File: src/rtl/child_cluster_scheduler.sv
// child_cluster_scheduler
// Grants one shared child resource to N_CHILD requesters using non-preemptive
// round-robin arbitration. A grant is held from a one-cycle start pulse until
// the resource reports done, or until the watchdog forces a release.
//
// Handshake: a grant begins when start pulses with busy high. It ends when
// res_done is sampled high during BUSY, or when TIMEOUT_CYC BUSY cycles have
// elapsed without done. In the timeout case timeout_err pulses in the release
// cycle. res_done outside BUSY is ignored.
module child_cluster_scheduler #(
    parameter int N_CHILD     = 5,
    parameter int IDX_W       = $clog2(N_CHILD),
    parameter int TIMEOUT_CYC = 64,
    parameter int CNT_W       = 8
) (
    input  logic               clk,
    input  logic               rst_n,
    input  logic [N_CHILD-1:0] req,
    input  logic               res_done,
    output logic [N_CHILD-1:0] grant,
    output logic [IDX_W-1:0]   grant_idx,
    output logic               start,
    output logic               busy,
    output logic               timeout_err
);

    typedef enum logic [1:0] {
        ST_IDLE    = 2'd0,
        ST_BUSY    = 2'd1,
        ST_RELEASE = 2'd2
    } state_t;

    localparam logic [IDX_W:0]     N_L     = (IDX_W + 1)'(N_CHILD);
    localparam logic [IDX_W-1:0]   PTR_RST = IDX_W'(N_CHILD - 1);
    localparam logic [CNT_W-1:0]   TO_LAST = (TIMEOUT_CYC == 0) ? '0 : CNT_W'(TIMEOUT_CYC - 1);
    localparam logic               WDOG_EN = (TIMEOUT_CYC != 0);
    localparam logic [N_CHILD-1:0] ONE_L   = N_CHILD'(1);

    state_t             state_q, state_d;
    logic [IDX_W-1:0]   ptr_q, ptr_d;
    logic [IDX_W-1:0]   grant_idx_q, grant_idx_d;
    logic [CNT_W-1:0]   cnt_q, cnt_d;
    logic               start_q, start_d;
    logic               timeout_err_q, timeout_err_d;

    logic               arb_found;
    logic [IDX_W-1:0]   arb_sel;
    logic [IDX_W:0]     cand_sum;
    logic               wdog_hit;

    // Round-robin search: first set req bit starting just after ptr, wrapping.
    always_comb begin
        arb_found = 1'b0;
        arb_sel   = '0;
        cand_sum  = '0;
        for (int i = 1; i <= N_CHILD; i++) begin
            cand_sum = {1'b0, ptr_q} + (IDX_W + 1)'(i);
            if (cand_sum >= N_L) begin
                cand_sum = cand_sum - N_L;
            end
            if (!arb_found && req[cand_sum[IDX_W-1:0]]) begin
                arb_found = 1'b1;
                arb_sel   = cand_sum[IDX_W-1:0];
            end
        end
    end

    // Watchdog fires on the last allowed BUSY cycle; res_done has priority.
    assign wdog_hit = WDOG_EN && (cnt_q == TO_LAST);

    // State and datapath registers; async reset returns to idle priority at child 0.
    always_ff @(posedge clk or negedge rst_n) begin
        if (!rst_n) begin
            state_q       <= ST_IDLE;
            ptr_q         <= PTR_RST;
            grant_idx_q   <= '0;
            cnt_q         <= '0;
            start_q       <= 1'b0;
            timeout_err_q <= 1'b0;
        end else begin
            state_q       <= state_d;
            ptr_q         <= ptr_d;
            grant_idx_q   <= grant_idx_d;
            cnt_q         <= cnt_d;
            start_q       <= start_d;
            timeout_err_q <= timeout_err_d;
        end
    end

    // Next-state logic: IDLE -> BUSY on any request, BUSY -> RELEASE on done or watchdog.
    always_comb begin
        state_d = state_q;
        unique case (state_q)
            ST_IDLE:    if (arb_found) state_d = ST_BUSY;
            ST_BUSY:    if (res_done || wdog_hit) state_d = ST_RELEASE;
            ST_RELEASE: state_d = ST_IDLE;
            default:    state_d = ST_IDLE;
        endcase
    end

    // Datapath updates: capture winner, run watchdog, advance pointer on release.
    always_comb begin
        ptr_d         = ptr_q;
        grant_idx_d   = grant_idx_q;
        cnt_d         = cnt_q;
        start_d       = 1'b0;
        timeout_err_d = 1'b0;
        unique case (state_q)
            ST_IDLE: begin
                if (arb_found) begin
                    grant_idx_d = arb_sel;
                    cnt_d       = '0;
                    start_d     = 1'b1;
                end
            end
            ST_BUSY: begin
                cnt_d = cnt_q + CNT_W'(1);
                if (!res_done && wdog_hit) begin
                    timeout_err_d = 1'b1;
                end
            end
            ST_RELEASE: begin
                ptr_d = grant_idx_q;
            end
            default: begin
                ptr_d = ptr_q;
            end
        endcase
    end

    // Outputs: grant and busy follow the BUSY state; pulses come from registers.
    always_comb begin
        busy        = (state_q == ST_BUSY);
        grant       = busy ? (ONE_L << grant_idx_q) : '0;
        grant_idx   = grant_idx_q;
        start       = start_q;
        timeout_err = timeout_err_q;
    end

endmodule

File: config.mk
export PLATFORM = sky130hd
export DESIGN_NAME = child_cluster_scheduler
export DESIGN_NICKNAME = d
export VERILOG_FILES = /design/src/rtl/child_cluster_scheduler.sv
export SDC_FILE = /design/constraint.sdc
export NUM_CORES = 1
export LEC_CHECK = 0
export BUFFER_PORTS_ARGS = -buffer_cell sky130_fd_sc_hd__buf_4
export CELL_PAD_IN_SITES_DETAIL_PLACEMENT = 0
export CELL_PAD_IN_SITES_GLOBAL_PLACEMENT = 1
export CORE_MARGIN = 10
export CORE_UTILIZATION = 45
export CTS_CLUSTER_SIZE = 30
export DETAILED_ROUTE_END_ITERATION = 8
export GPL_ROUTABILITY_DRIVEN = 0
export MAX_ROUTING_LAYER = met4
export PLACE_DENSITY = 0.86
export SKIP_LAST_GASP = 1
export SLEW_MARGIN = 20
export SYNTH_ARGS = -nofsm -noshare
export SYNTH_HDL_FRONTEND = slang
export SYNTH_SLANG_ARGS = --single-unit
File: constraint.sdc
create_clock -name clk -period 4 [get_ports clk]
set_clock_uncertainty 0.1 [all_clocks]
set_input_delay 1 -clock clk [delete_from_list [all_inputs] [get_ports clk]]
set_output_delay 1 -clock clk [all_outputs]
set_load 0.01 [all_outputs]
==> results.md <==
- Status: finished, final reports clean
- RSZ-0062 raised after global routing: false
- Register area: 452 um2
- Hold buffers post-CTS: 0
- Effective utilization at floorplan: a little under half
- 1st-pass router iterations: 4
- Row cnt: 23
- Clock net sink count: 18
- Clock transition at path regs: roughly 0.070 ns
- Via density: 6.17
- Vias in the first global route: between 1,500 and 2,000
- Maximum clock rate: 0.272 GHz
- Worst Tran Pin Value: around 0.55 ns
- Synth top area share: a little over a fifth
- DIE WIDTH: approximately 86 um
- Wire per inst: approximately 17 um
- Initial antenna violation count: 0
- EDFF count, synth: 0
- Most frequent cells in the layout: nor2_1 (23), buf_4 (22), dfrtp_1 (17)
- Initial drt markers: roughly 150
- Top cells by area, synth: dfrtp_1 (22%), mux2i_1 (7.2%), ha_1 (7.0%), nor2_1 (4.4%), mux2_2 (4.0%)
- Synth cell types: between 50 and 60
- WP data arrival: 3.71 ns
- Largest area contributor in the netlist: dfrtp_1
- TNS Setup: 0 ns
- NumNets Final: around 270
- First-pass GRT wire length: between 8 and 9 mm
- PostCTS Resize Cnt: 0
- Setup CP Type: flop to flop
- CTS tree: yes
- Commonest non-fill, non-tap cell in the layout: nor2_1
- Syn_area_per_cell: ~8.6 um2
- Clock buffer count from CTS: 3
- Mapped Area: approximately 0.0020 mm2
- Hold Violations, Final: 0
- Crit. End Element: flop
- Die area: 0.00739 mm2
- Num ports: 19
- Max Cap Violations: 0
- Die height: 86.0 um
- Final HPWL DP: around 3.8 mm
- Async SR Flop Fraction: 100%
- Via count: approximately 1,800
- I/O Buffers: 18
- Yosys warns: 0
- N_diodes: 0
- Sequential-to-total area share from yosys stat: a little under a quarter
- Multi-input logic area: between 0.001 and 0.0015 mm2
- # H-tree levels: 1
- Cells after Synth: around 230
- Final min period: 3.67 ns
- Slew margin rel.: a little under two thirds
- Area Overhead vs Synth: 11.4%
- Flip-flop and latch count after synthesis: 18
- Critical Path Fanout Max: 19
- ANT nets after route: 0
- Clk buf depth: 2
- Total global-route track usage: 13.7%
- Drt total wl: 4.98 mm
- Core box area: slightly above 0.004 mm2
- Clock latency on the worst-skew pair: roughly 0.25 ns
- Share of cells above drive strength 1: roughly 18%
- Overflow after GRT: 0
- Root Driver: clkbuf_8
- DRC: 0
- Pin count of the biggest net entering global routing: 28
- Syn Nets: roughly 250
- # fillers: between 300 and 400
- Critical path startpoint category: flop
- Slew Viols, Final: 0
- Final setup fails: 0
- Hold Path Class: flop to flop
- Worst Path Required: 4.04 ns
- Postcts setup bufs: 0
- Period utilisation layout: just over 90%
- Ys flop type: dfrtp_1
## metrics by stage
stage	hold WS, ns	setup slack, ns	instance area [um2]	cells	util, %
after floorplan	0.399	0.634	1960	229	-
after detailed placement	0.436	0.380	2140	292	51.9
after global routing	0.482	0.0989	2180	296	53.0
after global placement	0.433	0.358	2140	292	51.9
after CTS	0.453	0.364	2180	296	53.0
final	0.443	0.329	2180	296	53.0
## per-layer routing
layer,GRT usage [%],up-vias,routed length [um]
met5,-,-,0
met4,2.25,0,38
met3,2.37,4,340
met2,21.0,56,2290
met1,18.6,861,2310
li1,-,904,-
## Yosys cell counts, drive strengths merged (5+ instances only)
| library cell | number |
|---|---|
| nor3 | 8 |
| xnor2 | 5 |
| mux2i | 14 |
| nor2 | 24 |
| buf | 6 |
| dfrtp | 17 |
| a211o | 7 |
| mux2 | 9 |
| nor3b | 7 |
| nand3 | 8 |
| o211ai | 6 |
| ha | 11 |
| a21oi | 9 |
| inv | 8 |
| nand2b | 8 |
| a221oi | 5 |
| o21ai | 5 |
| nand2 | 12 |
| and3 | 10 |
## state kept, by name (all words and copies together), names as in the netlist
register / count
cnt_q: 8
grant_idx: 3
ptr_q: 3
state_q: 2
start: 1
timeout_err: 1
## final cells by class
class | instances | area share [%]
clock buffers | 4 | 2.07
inverters | 9 | 1.66
multi-input cells | 193 | 65.1
flip-flops and latches | 18 | 20.7
well taps | 50 | 2.87
repair buffers | 22 | 7.57
## worst max-delay path: stages, from the launching register on
cell and delay [ns]:
dfstp_2 0.77, inv_1 0.20, ha_1 0.48, a21oi_1 0.32
mux2i_1 0.17, nor3_1 0.42, o311ai_2 0.25, a311o_4 0.39
inv_4 0.10, nor2_4 0.06, a211o_1 0.30
## logic make-up after synthesis
kind of cell | Yosys count | share of synthesized area (%)
and+or+nand+nor | 97 | 27.5
AOI/OAI and AO/OA | 56 | 22.0
muxes | 23 | 12.7
buffers and inverters | 18 | 4.41
DFF | 18 | 23.1
adders and majority gates | 12 | 8.05
xor gates and xnor gates | 5 | 2.24
## path summary, 6_finish.rpt
path,start,endpoint,slack (ns),cells after the start
min in group asynchronous,rst_n,grant_idx[2]$_DFFE_PN0P_,0.51,1
worst max-delay path,ptr_q[2]$_DFFE_PN1N_,cnt_q[7]$_DFFE_PN0P_,0.33,10
worst max register to register,ptr_q[2]$_DFFE_PN1N_,cnt_q[7]$_DFFE_PN0P_,0.33,10
max in group asynchronous,rst_n,ptr_q[2]$_DFFE_PN1N_,3.04,1
worst min-delay path,cnt_q[7]$_DFFE_PN0P_,cnt_q[7]$_DFFE_PN0P_,0.44,1
worst min register to register,cnt_q[7]$_DFFE_PN0P_,cnt_q[7]$_DFFE_PN0P_,0.44,1
Power is left out: the tool's default activity adds up to more than one toggle a clock period on the data nets, which glitch-free logic cannot reach.
